`src/rtl/ifetch_pkg.sv`:
```
`default_nettype none
// ============================================================================
//  Module      : ifetch_pkg
//  Description : Shared types and constants for the instruction fetch unit:
//                FSM state encoding, opcode field position and opcode values,
//                plus a saturating-increment helper for the perf counters.
//  Revision    : 1.0  initial release
// ============================================================================
package ifetch_pkg;

    // Fetch FSM states
    typedef enum logic [1:0] {
        ST_IDLE    = 2'd0,
        ST_REQ     = 2'd1,
        ST_HOLD    = 2'd2,
        ST_DISCARD = 2'd3
    } ifetch_state_e;

    // Opcode field, as bit offsets below the instruction MSB, so the field
    // stays in the top two bits whatever INSTR_W is.
    localparam int OPCODE_HI = 0;
    localparam int OPCODE_LO = 1;

    // Opcode values seen by the control unit
    localparam logic [1:0] OP_ALU  = 2'b00;
    localparam logic [1:0] OP_ALUI = 2'b01;
    localparam logic [1:0] OP_BR   = 2'b10;
    localparam logic [1:0] OP_BRI  = 2'b11;

    // Increment that sticks at all-ones
    function automatic logic [15:0] sat_inc16(input logic [15:0] v);
        return (v == 16'hFFFF) ? v : v + 16'd1;
    endfunction

endpackage : ifetch_pkg
`default_nettype wire

```
`src/rtl/ifetch_perf_cnt.sv`:
```
`default_nettype none
// ============================================================================
//  Module      : ifetch_perf_cnt
//  Description : Pair of 16-bit saturating event counters: accepted decode
//                handshakes and decode back-pressure (stall) cycles.
//  Revision    : 1.0  initial release
// ============================================================================
module ifetch_perf_cnt
    import ifetch_pkg::*;
(
    input  logic        clk,
    input  logic        rst_n,
    input  logic        fetch_inc,
    input  logic        stall_inc,
    output logic [15:0] perf_fetch_cnt,
    output logic [15:0] perf_stall_cnt
);

    logic [15:0] r_fetch_cnt;
    logic [15:0] r_stall_cnt;

    // Count events, holding at 16'hFFFF once reached
    always_ff @(posedge clk) begin
        if (!rst_n) begin
            r_fetch_cnt <= 16'd0;
            r_stall_cnt <= 16'd0;
        end else begin
            if (fetch_inc) r_fetch_cnt <= sat_inc16(r_fetch_cnt);
            if (stall_inc) r_stall_cnt <= sat_inc16(r_stall_cnt);
        end
    end

    assign perf_fetch_cnt = r_fetch_cnt;
    assign perf_stall_cnt = r_stall_cnt;

endmodule : ifetch_perf_cnt
`default_nettype wire

```
`src/rtl/instr_fetch_unit.sv`:
```
`default_nettype none
// ============================================================================
//  Module      : instr_fetch_unit
//  Description : Instruction fetch front end. Issues one request at a time to
//                instruction memory (req/ack), buffers the returned word in a
//                single-entry output register offered to decode (valid/ready)
//                and follows taken-branch redirects from execute. A redirect
//                that lands while a request is in flight parks the FSM in
//                DISCARD until that stale ack has been absorbed.
//                Optional macro IFETCH_PERF_EN adds handshake/stall counters.
//  Revision    : 1.0  initial release
// ============================================================================
module instr_fetch_unit
    import ifetch_pkg::*;
#(
    parameter int              PC_W     = 8,
    parameter int              INSTR_W  = 8,
    parameter logic [PC_W-1:0] RESET_PC = '0
) (
    input  logic               clk,
    input  logic               rst_n,
    output logic               imem_req,
    output logic [PC_W-1:0]    imem_addr,
    input  logic               imem_ack,
    input  logic [INSTR_W-1:0] imem_rdata,
    output logic               instr_valid,
    input  logic               instr_ready,
    output logic [INSTR_W-1:0] instr,
    output logic [PC_W-1:0]    instr_pc,
    output logic [1:0]         opcode,
    input  logic               redirect,
    input  logic [PC_W-1:0]    redirect_pc
`ifdef IFETCH_PERF_EN
    ,
    output logic [15:0]        perf_fetch_cnt,
    output logic [15:0]        perf_stall_cnt
`endif
);

    localparam logic [PC_W-1:0] c_pc_one = PC_W'(1);

    ifetch_state_e      r_state;
    ifetch_state_e      w_state_nxt;
    logic [PC_W-1:0]    r_pc;
    logic [PC_W-1:0]    w_pc_nxt;
    logic               r_imem_req;
    logic               w_imem_req_nxt;
    logic [PC_W-1:0]    r_imem_addr;
    logic [PC_W-1:0]    w_imem_addr_nxt;
    logic               r_instr_valid;
    logic               w_instr_valid_nxt;
    logic [INSTR_W-1:0] r_instr;
    logic [INSTR_W-1:0] w_instr_nxt;
    logic [PC_W-1:0]    r_instr_pc;
    logic [PC_W-1:0]    w_instr_pc_nxt;

    logic               w_handshake;
    logic [PC_W-1:0]    w_pc_inc;

    assign w_handshake = r_instr_valid & instr_ready;
    assign w_pc_inc    = r_pc + c_pc_one;   // wraps modulo 2^PC_W

    // State and output registers; reset returns to IDLE and drops the request
    always_ff @(posedge clk) begin
        if (!rst_n) begin
            r_state       <= ST_IDLE;
            r_pc          <= RESET_PC;
            r_imem_req    <= 1'b0;
            r_imem_addr   <= RESET_PC;
            r_instr_valid <= 1'b0;
            r_instr       <= '0;
            r_instr_pc    <= RESET_PC;
        end else begin
            r_state       <= w_state_nxt;
            r_pc          <= w_pc_nxt;
            r_imem_req    <= w_imem_req_nxt;
            r_imem_addr   <= w_imem_addr_nxt;
            r_instr_valid <= w_instr_valid_nxt;
            r_instr       <= w_instr_nxt;
            r_instr_pc    <= w_instr_pc_nxt;
        end
    end

    // Next-state and next-output logic; redirect outranks every other event
    // except in IDLE, where both redirects and acks are ignored.
    always_comb begin
        w_state_nxt       = r_state;
        w_pc_nxt          = r_pc;
        w_imem_addr_nxt   = r_imem_addr;
        w_instr_valid_nxt = r_instr_valid;
        w_instr_nxt       = r_instr;
        w_instr_pc_nxt    = r_instr_pc;

        case (r_state)
            ST_IDLE: begin
                w_state_nxt     = ST_REQ;
                w_imem_addr_nxt = r_pc;
            end

            ST_REQ: begin
                if (redirect) begin
                    w_pc_nxt = redirect_pc;
                    if (imem_ack) begin
                        // Returned word belongs to the wrong path: drop it
                        w_state_nxt     = ST_REQ;
                        w_imem_addr_nxt = redirect_pc;
                    end else begin
                        // Request still in flight: keep its address until ack
                        w_state_nxt = ST_DISCARD;
                    end
                end else if (imem_ack) begin
                    w_instr_nxt       = imem_rdata;
                    w_instr_pc_nxt    = r_imem_addr;
                    w_instr_valid_nxt = 1'b1;
                    w_state_nxt       = ST_HOLD;
                end
            end

            ST_HOLD: begin
                if (redirect) begin
                    // A simultaneous handshake is consumed but pc+1 is not taken
                    w_instr_valid_nxt = 1'b0;
                    w_pc_nxt          = redirect_pc;
                    w_imem_addr_nxt   = redirect_pc;
                    w_state_nxt       = ST_REQ;
                end else if (w_handshake) begin
                    w_instr_valid_nxt = 1'b0;
                    w_pc_nxt          = w_pc_inc;
                    w_imem_addr_nxt   = w_pc_inc;
                    w_state_nxt       = ST_REQ;
                end
            end

            ST_DISCARD: begin
                if (redirect) begin
                    w_pc_nxt = redirect_pc;
                    if (imem_ack) begin
                        w_state_nxt     = ST_REQ;
                        w_imem_addr_nxt = redirect_pc;
                    end
                end else if (imem_ack) begin
                    w_state_nxt     = ST_REQ;
                    w_imem_addr_nxt = r_pc;
                end
            end

            default: begin
                w_state_nxt = ST_IDLE;
            end
        endcase

        // Request is asserted exactly while a fetch is outstanding
        w_imem_req_nxt = (w_state_nxt == ST_REQ) || (w_state_nxt == ST_DISCARD);
    end

    assign imem_req    = r_imem_req;
    assign imem_addr   = r_imem_addr;
    assign instr_valid = r_instr_valid;
    assign instr       = r_instr;
    assign instr_pc    = r_instr_pc;
    assign opcode      = r_instr[INSTR_W-1-OPCODE_HI : INSTR_W-1-OPCODE_LO];

`ifdef IFETCH_PERF_EN
    logic w_stall;

    assign w_stall = r_instr_valid & ~instr_ready;

    ifetch_perf_cnt u_perf_cnt (
        .clk            (clk),
        .rst_n          (rst_n),
        .fetch_inc      (w_handshake),
        .stall_inc      (w_stall),
        .perf_fetch_cnt (perf_fetch_cnt),
        .perf_stall_cnt (perf_stall_cnt)
    );
`endif

endmodule : instr_fetch_unit
`default_nettype wire

```
`config.mk`:
```
export PLATFORM = sky130hd
export DESIGN_NAME = instr_fetch_unit
export DESIGN_NICKNAME = d
export VERILOG_FILES = /design/src/rtl/ifetch_pkg.sv /design/src/rtl/ifetch_perf_cnt.sv /design/src/rtl/instr_fetch_unit.sv
export SDC_FILE = /design/constraint.sdc
export NUM_CORES = 1
export LEC_CHECK = 0
export CORE_MARGIN = 10
export CORE_UTILIZATION = 49
export DETAILED_ROUTE_END_ITERATION = 6
export HOLD_SLACK_MARGIN = 0.08
export PLACE_DENSITY_LB_ADDON = 0.15
export SYNTH_ARGS = -nofsm -noshare
export SYNTH_HDL_FRONTEND = slang
export SYNTH_SLANG_ARGS = --single-unit
```
`constraint.sdc`:
```
create_clock -name clk -period 2 [get_ports clk]
set_input_delay 0.4 -clock clk [delete_from_list [all_inputs] [get_ports clk]]
set_output_delay 0.4 -clock clk [all_outputs]
set_load 0.01 [all_outputs]
```
==> impl_summary.log, run 1 <==
INFO  metric worstSkewPairLatency = 0.30 ns
INFO  metric dp.final_hpwl = 4.30 mm
INFO  metric timing.setup.critical_path_class = flop to output pin
INFO  metric cts.htree.levels = 2
INFO  metric grt_pass1_wl = 9.89 mm
INFO  metric synthDominantCellAreaShare = 0.351
INFO  metric yosysWarningCount = 0
INFO  metric clock_path_buffers = 2
INFO  metric synthFlopType = dfxtp_1
INFO  metric p_switching = 0.000521 W
INFO  metric synth_area_leader_cell = dfxtp_1
INFO  metric crit_arrival = 1.49 ns
INFO  metric worst-slew-pin-transition = ~0.4 ns
INFO  metric power.share.clock = 0.352
INFO  metric internal_power_of_the_cells = 0.00132 W
INFO  metric gpl.final_weighted_congestion = 0.932
INFO  metric post_synth_inst_count = 256
INFO  metric netlist-cell-type-count = 53
INFO  metric antenna_diode_count = 0
INFO  metric worst-endpoint-required = between 1.5 and 2 ns
INFO  metric grt_start_max_net_pins = 19
INFO  metric pwr-share-seq = 0.426
INFO  metric layout-drive-gt1-share = 0.128
INFO  metric critPathMaxStageDelay = roughly 0.62 ns
INFO  metric layout.cells.most_common = nand2_1
INFO  metric critical-path-top-delay-family = buffers and inverters
INFO  metric report.final.setup_viol = 0
INFO  metric syn_avg_cell_area = 7.81 um2
INFO  metric clock_tree_from_tritoncts = yes
INFO  metric cpMaxStageDelayCell = clkdlybuf4s50_1
INFO  metric ys_async_sr_fraction = 0
INFO  metric cts_hold_repair.buffers = 0
INFO  metric rows = 23
INFO  metric fin_skew = about 0.0053 ns
INFO  metric synth.area.top_cells = dfxtp_1 (35%), nand2_1 (10%), a21oi_1 (8.0%)
INFO  metric synth_edf_count = 0
INFO  metric clock_sinks = 35
INFO  metric io_buffers = 48
INFO  metric vias = 2029
INFO  metric avgViaCountPerCell = 5.59
INFO  metric final_cell_mix = nand2_1 (53), clkdlybuf4s50_1 (48), dfxtp_1 (35)
INFO  metric netSwitchingFraction = 0.283
INFO  metric drt-wirelength-per-cell = 15.9 um
INFO  metric fp.coreArea = 3970 um2
INFO  metric drcViolationCount = 0
INFO  metric post_cts_setup_repair_buffer_count = 0
INFO  metric fin_tns_setup = 0 ns
INFO  metric antenna_found_initial = 0
INFO  metric synthesis.area = 2000 um2
INFO  metric chipWidth = around 84 um
INFO  metric vias_in_the_first_global_route = 1950
INFO  metric clk_transition_reported_paths = 0.07 ns
INFO  metric drt.antenna.violating_nets = 0
INFO  metric drt_pass1_iterations = 4
INFO  metric endpoints_failing_hold = 0
INFO  metric top_level_ports = 49
INFO  metric grt_setup_unrepaired = no
INFO  metric cts-buffers-inserted = 5
INFO  metric timing.hold.ws = 0.455 ns
INFO  metric yosysSeqAreaShare = 0.351
INFO  metric worstPathBufferInverterCount = 1
INFO  metric status = complete, no violations
INFO  metric grt_overflow = 0
INFO  metric postRouteWirelength = 5.77 mm
INFO  metric critical_path.cell_chain = clkdlybuf4s50_1
INFO  metric worstPathMaxFanout = 12
INFO  metric post_synth_net_total = approximately 280
INFO  metric die_height = 83.9 um
INFO  metric syn_to_final_growth = 34.8%
INFO  metric min-delay-path-class = flop to flop
INFO  metric final_period_minus_worst_setup_slack = 1.89 ns
INFO  metric critical_path.endpoint_type = output pin
INFO  metric ir_drop = just under 500 uV
INFO  metric start_kind = flop
INFO  metric count_of_state_elements_after_synthesis = 35
INFO  metric groute.usage.overall = 0.167
INFO  metric cts_resized = 0
INFO  metric timing.max_slew.rel_slack = 0.728
INFO  metric power_density = 685 nW/um2
INFO  metric start_util = 0.503
INFO  metric combinational_cell_fraction_of_total_power = 0.222
INFO  metric fmax = around 0.53 GHz
INFO  metric finalMaxSlewViolations = 0
INFO  metric num-fill-cells = 361
INFO  metric cap_viol_max_count = 0
INFO  metric first_iter_violations = 184
INFO  metric layout.nets = 334
INFO  metric cts-root-buf = clkbuf_8
INFO  metric total_leakage_power = 1.03 nW
INFO  metric fp.dieArea = 7030 um2
INFO  metric final_min_period_over_clock_period = 0.944
-- routing by layer --
layer	part of all wire	GRT usage	vias up
met1	0.46	0.206	942
met5	0	0	-
met3	0.061	0.0527	6
met2	0.47	0.268	59
met4	0.011	0.0548	0
li1	-	-	1022
-- power groups by stage --
stage	sequential [W]	clock (W)	combinational (W)
after global routing	0.000793	0.000693	0.000454
final	0.000786	0.000650	0.000409
after CTS	0.000785	0.000662	0.000410
after detailed placement	0.000801	0	0.000408
after floorplan	0.000796	0	0.000232
after global placement	0.000800	0	0.000407
-- cell usage after synthesis, types with 5 or more instances --
library cell,instances
a21oi_1,32
buf_2,5
buf_4,6
clkbuf_1,5
dfxtp_1,35
inv_1,5
mux2i_1,10
nand2_1,53
nand2b_1,5
nand3_1,8
nor2_1,11
o21ai_0,10
o22ai_1,5
-- flip-flops by register name, indices dropped and copies added (netlist names) --
name,flops
r_pc,8
instr_valid,1
instr,8
r_state,2
instr_pc,8
imem_addr,8
-- layout make-up --
| cell class | count | area [um2] | share of cell area |
|---|---|---|---|
| well taps | 50 | 62.6 | 0.0232 |
| clock inverters | 3 | 43.8 | 0.0163 |
| inverters | 5 | 18.8 | 0.00697 |
| clock buffers | 5 | 68.8 | 0.0256 |
| multi-input cells | 195 | 1140 | 0.423 |
| repair buffers | 70 | 658 | 0.244 |
| flip-flops and latches | 35 | 701 | 0.260 |
-- through the flow --
stage	cell area (um2)	util	worst slack, ns	cells	power, W
floorplan	2000	-	0.408	256	0.00103
global placement	2580	0.650	-0.0348	355	0.00121
detailed placement	2580	0.650	-0.0534	355	0.00121
CTS	2690	0.678	0.101	363	0.00186
global route	2690	0.678	0.0207	363	0.00194
finish	2690	0.678	0.113	363	0.00184
-- cell families after synthesis --
logic type	after synthesis	share of synthesized area
AND/OR/NAND/NOR	103	0.246
AO/OA/AOI/OAI	77	0.250
flip-flops	35	0.351
buffers and inverters	26	0.0789
multiplexers	10	0.0501
XOR/XNOR	4	0.0175
adder cells (fa/ha/maj)	1	0.00626
-- path summary, 6_finish.rpt --
check | slack [ns] | from | cells after the start | endpoint
hold reg to reg | 0.46 | instr[0] | 2 | instr[0]
setup reg to reg | 0.24 | r_state[0] | 6 | imem_addr[5]
setup / recovery | 0.11 | r_state[0] | 1 | imem_req
hold / removal | 0.46 | instr[0] | 2 | instr[0]
No activity file was read; power rests on OpenSTA's default activity.
==> run 2, diff against run 1 <==
--- a/config.mk
+++ b/config.mk
@@ -5,6 +5,7 @@
 export SDC_FILE = /design/constraint.sdc
 export NUM_CORES = 1
 export LEC_CHECK = 0
+export CORE_ASPECT_RATIO = 1.4
 export CORE_MARGIN = 10
 export CORE_UTILIZATION = 49
 export DETAILED_ROUTE_END_ITERATION = 6
==> impl_summary.log, run 2 (synthesis results as in run 1) <==
INFO  metric grt_setup_unrepaired = no
INFO  metric drt.antenna.violating_nets = 0 (unchanged)
INFO  metric drt-wirelength-per-cell = 14.9 um (-6.0%)
INFO  metric postRouteWirelength = 5.32 mm (-7.8%)
INFO  metric final_min_period_over_clock_period = 0.925 (-0.0188)
INFO  metric dp.final_hpwl = 4.02 mm (-6.7%)
INFO  metric post_cts_setup_repair_buffer_count = 0 (unchanged)
INFO  metric instance_area_after_placement = 2560 um2 (-0.82%)
INFO  metric timing.setup.critical_path_class = flop to flop
INFO  metric min-delay-path-class = flop to flop
INFO  metric worstSkewPairLatency = 0.29 ns (about the same)
INFO  metric finalMaxSlewViolations = 0 (unchanged)
INFO  metric grt_pass1_wl = 8.54 mm (-14%)
INFO  metric total_leakage_power = 1.03 nW (-0.19%)
INFO  metric endpoints_failing_hold = 0 (unchanged)
INFO  metric cts-root-buf = clkbuf_8
INFO  metric cts.htree.levels = 2 (unchanged)
INFO  metric gpl.final_weighted_congestion = 0.810 (-13%)
INFO  metric grt_overflow = 0 (unchanged)
INFO  metric layout.nets = 334 (unchanged)
INFO  metric fin_skew = 0.00564 ns (+0.000370 ns)
INFO  metric drt_pass1_iterations = 5 (+1)
INFO  metric layout_setup_ws = 0.150 ns (+0.0376 ns)
INFO  metric cap_viol_max_count = 0 (unchanged)
INFO  metric vias = 1964 (-3.2%)
INFO  metric fp.coreArea = 3950 um2 (-0.47%)
INFO  metric groute.usage.overall = 0.151 (-0.0168)
INFO  metric critical_path.endpoint_type = flop
INFO  metric crit_arrival = 2.04 ns (+0.55 ns)
INFO  metric cts-buffers-inserted = 5 (unchanged)
INFO  metric ir_drop = 499 uV (+2.2%)
INFO  metric first_iter_violations = 109 (-41%)
INFO  metric drcViolationCount = 0 (unchanged)
INFO  metric cts_resized = 0 (unchanged)
INFO  metric antenna_diode_count = 0 (unchanged)
INFO  metric io_buffers = 48 (unchanged)
INFO  metric final_period_minus_worst_setup_slack = 1.85 ns (-0.0376 ns)
INFO  metric clock_path_buffers = 2 (unchanged)
INFO  metric grt_start_max_net_pins = 23 (+4)
INFO  metric num-fill-cells = 350 (-3.0%)
INFO  metric cts_hold_repair.buffers = 0 (unchanged)
INFO  metric power.share.clock = 0.364 (+0.012)
INFO  metric rows = 27 (+17%)
INFO  metric clk_transition_reported_paths = 0.07 ns (about the same)
INFO  metric combinational_cell_fraction_of_total_power = 0.215 (-0.007)
INFO  metric clock_tree_from_tritoncts = yes
INFO  metric power_density = 694 nW/um2 (+1.3%)
INFO  metric layout.cells.most_common = nand2_1
INFO  metric register_area = 701 um2 (unchanged)
INFO  metric pre_cts_ws = -0.0620 ns (-0.00859 ns)
INFO  metric worst-endpoint-required = 2.19 ns (+0.59 ns)
INFO  metric fmax = 0.541 GHz (+2.0%)
INFO  metric avgViaCountPerCell = 5.52 (-1.3%)
INFO  metric fp.dieArea = 7070 um2 (+0.51%)
INFO  metric antenna_found_initial = 0 (unchanged)
INFO  metric pwr-share-seq = 0.421 (-0.005)
INFO  metric timing.max_slew.rel_slack = 0.676 (-0.0520)
INFO  metric vias_in_the_first_global_route = 1838 (-5.7%)
INFO  metric multi_input_comb_area = 1140 um2 (unchanged)
INFO  metric status = complete, no violations
INFO  metric start_util = 0.506 (+0.00239)
INFO  metric top_level_ports = 49 (unchanged)
INFO  metric worstPathMaxFanout = 14 (+2)
INFO  metric report.final.setup_viol = 0 (unchanged)
INFO  metric p_switching = 0.000505 W (-3.1%)
INFO  metric clock_sinks = 35 (unchanged)
INFO  metric worst-slew-pin-transition = 0.486 ns (+0.0779 ns)
INFO  metric chipWidth = 74.0 um (-12%)
INFO  metric post-route-cell-area = 2680 um2 (-0.60%)
INFO  metric timing.hold.ws = 0.455 ns (-0.000283 ns)
INFO  metric syn_to_final_growth = 33.9%
INFO  metric start_kind = flop
INFO  metric final_cell_mix = nand2_1 (53), clkdlybuf4s50_1 (48), dfxtp_1 (35)
INFO  metric layout-drive-gt1-share = 0.128 (unchanged)
INFO  metric internal_power_of_the_cells = 0.00135 W (+2.1%)
INFO  metric die_height = 95.6 um (+14%)
INFO  metric netSwitchingFraction = 0.272 (-0.0105)
[run 2: changes by cell type in the layout (fill, tap and decap cells not counted), sizes merged]
cell    previous run  this run
clkbuf             5         6
clkinv             2         1
[run 2: power groups by stage]
stage	logic, W	clock network [W]	registers [W]
detailed placement	0.000398	0	0.000798
global route	0.000440	0.000713	0.000791
finish	0.000399	0.000676	0.000782
CTS	0.000400	0.000685	0.000782
global placement	0.000395	0	0.000798
floorplan	0.000232	0	0.000796
[run 2: routing by layer]
layer	up-vias	routed length (um)	track usage
li1	1018	-	-
met1	877	2280	0.172
met2	58	2540	0.254
met3	11	392	0.0457
met4	0	96	0.0592
met5	-	0	0
[run 2: path summary, 6_finish.rpt]
| path | start | end | slack, ns | cells past startpoint |
|---|---|---|---|---|
| worst min-delay path | instr_pc[6] | instr_pc[6] | 0.45 | 2 |
| worst min register to register | instr_pc[6] | instr_pc[6] | 0.45 | 2 |
| worst max register to register | r_state[1] | imem_addr[6] | 0.15 | 6 |
| worst max-delay path | r_state[1] | imem_addr[6] | 0.15 | 6 |
[run 2: cell type report]
type	count	share of cell area
tap	43	0.0201
inverter	5	0.00701
timing repair buffer	70	0.241
sequential	35	0.262
clock buffer	6	0.0309
multi-input combinational	195	0.426
clock inverter	2	0.0131
[run 2: worst max-delay path, cell delays in order, from the launching register on]
cell and delay [ns]:
dfxtp_1 0.63, nor2b_2 0.31, a22oi_1 0.15, nor2_2 0.22
buf_4 0.18, nor3_1 0.05, a32o_1 0.21
[run 2: metrics by stage]
stage	utilization	instances	setup TNS [ns]	power, W
3_5_place_dp	0.647	348	-0.258	0.00120
4_1_cts	0.677	356	0	0.00187
6_report	0.677	356	0	0.00186
2_1_floorplan	-	256	0	0.00103
3_3_place_gp	0.647	348	-0.0814	0.00119
5_1_grt	0.677	356	0	0.00194
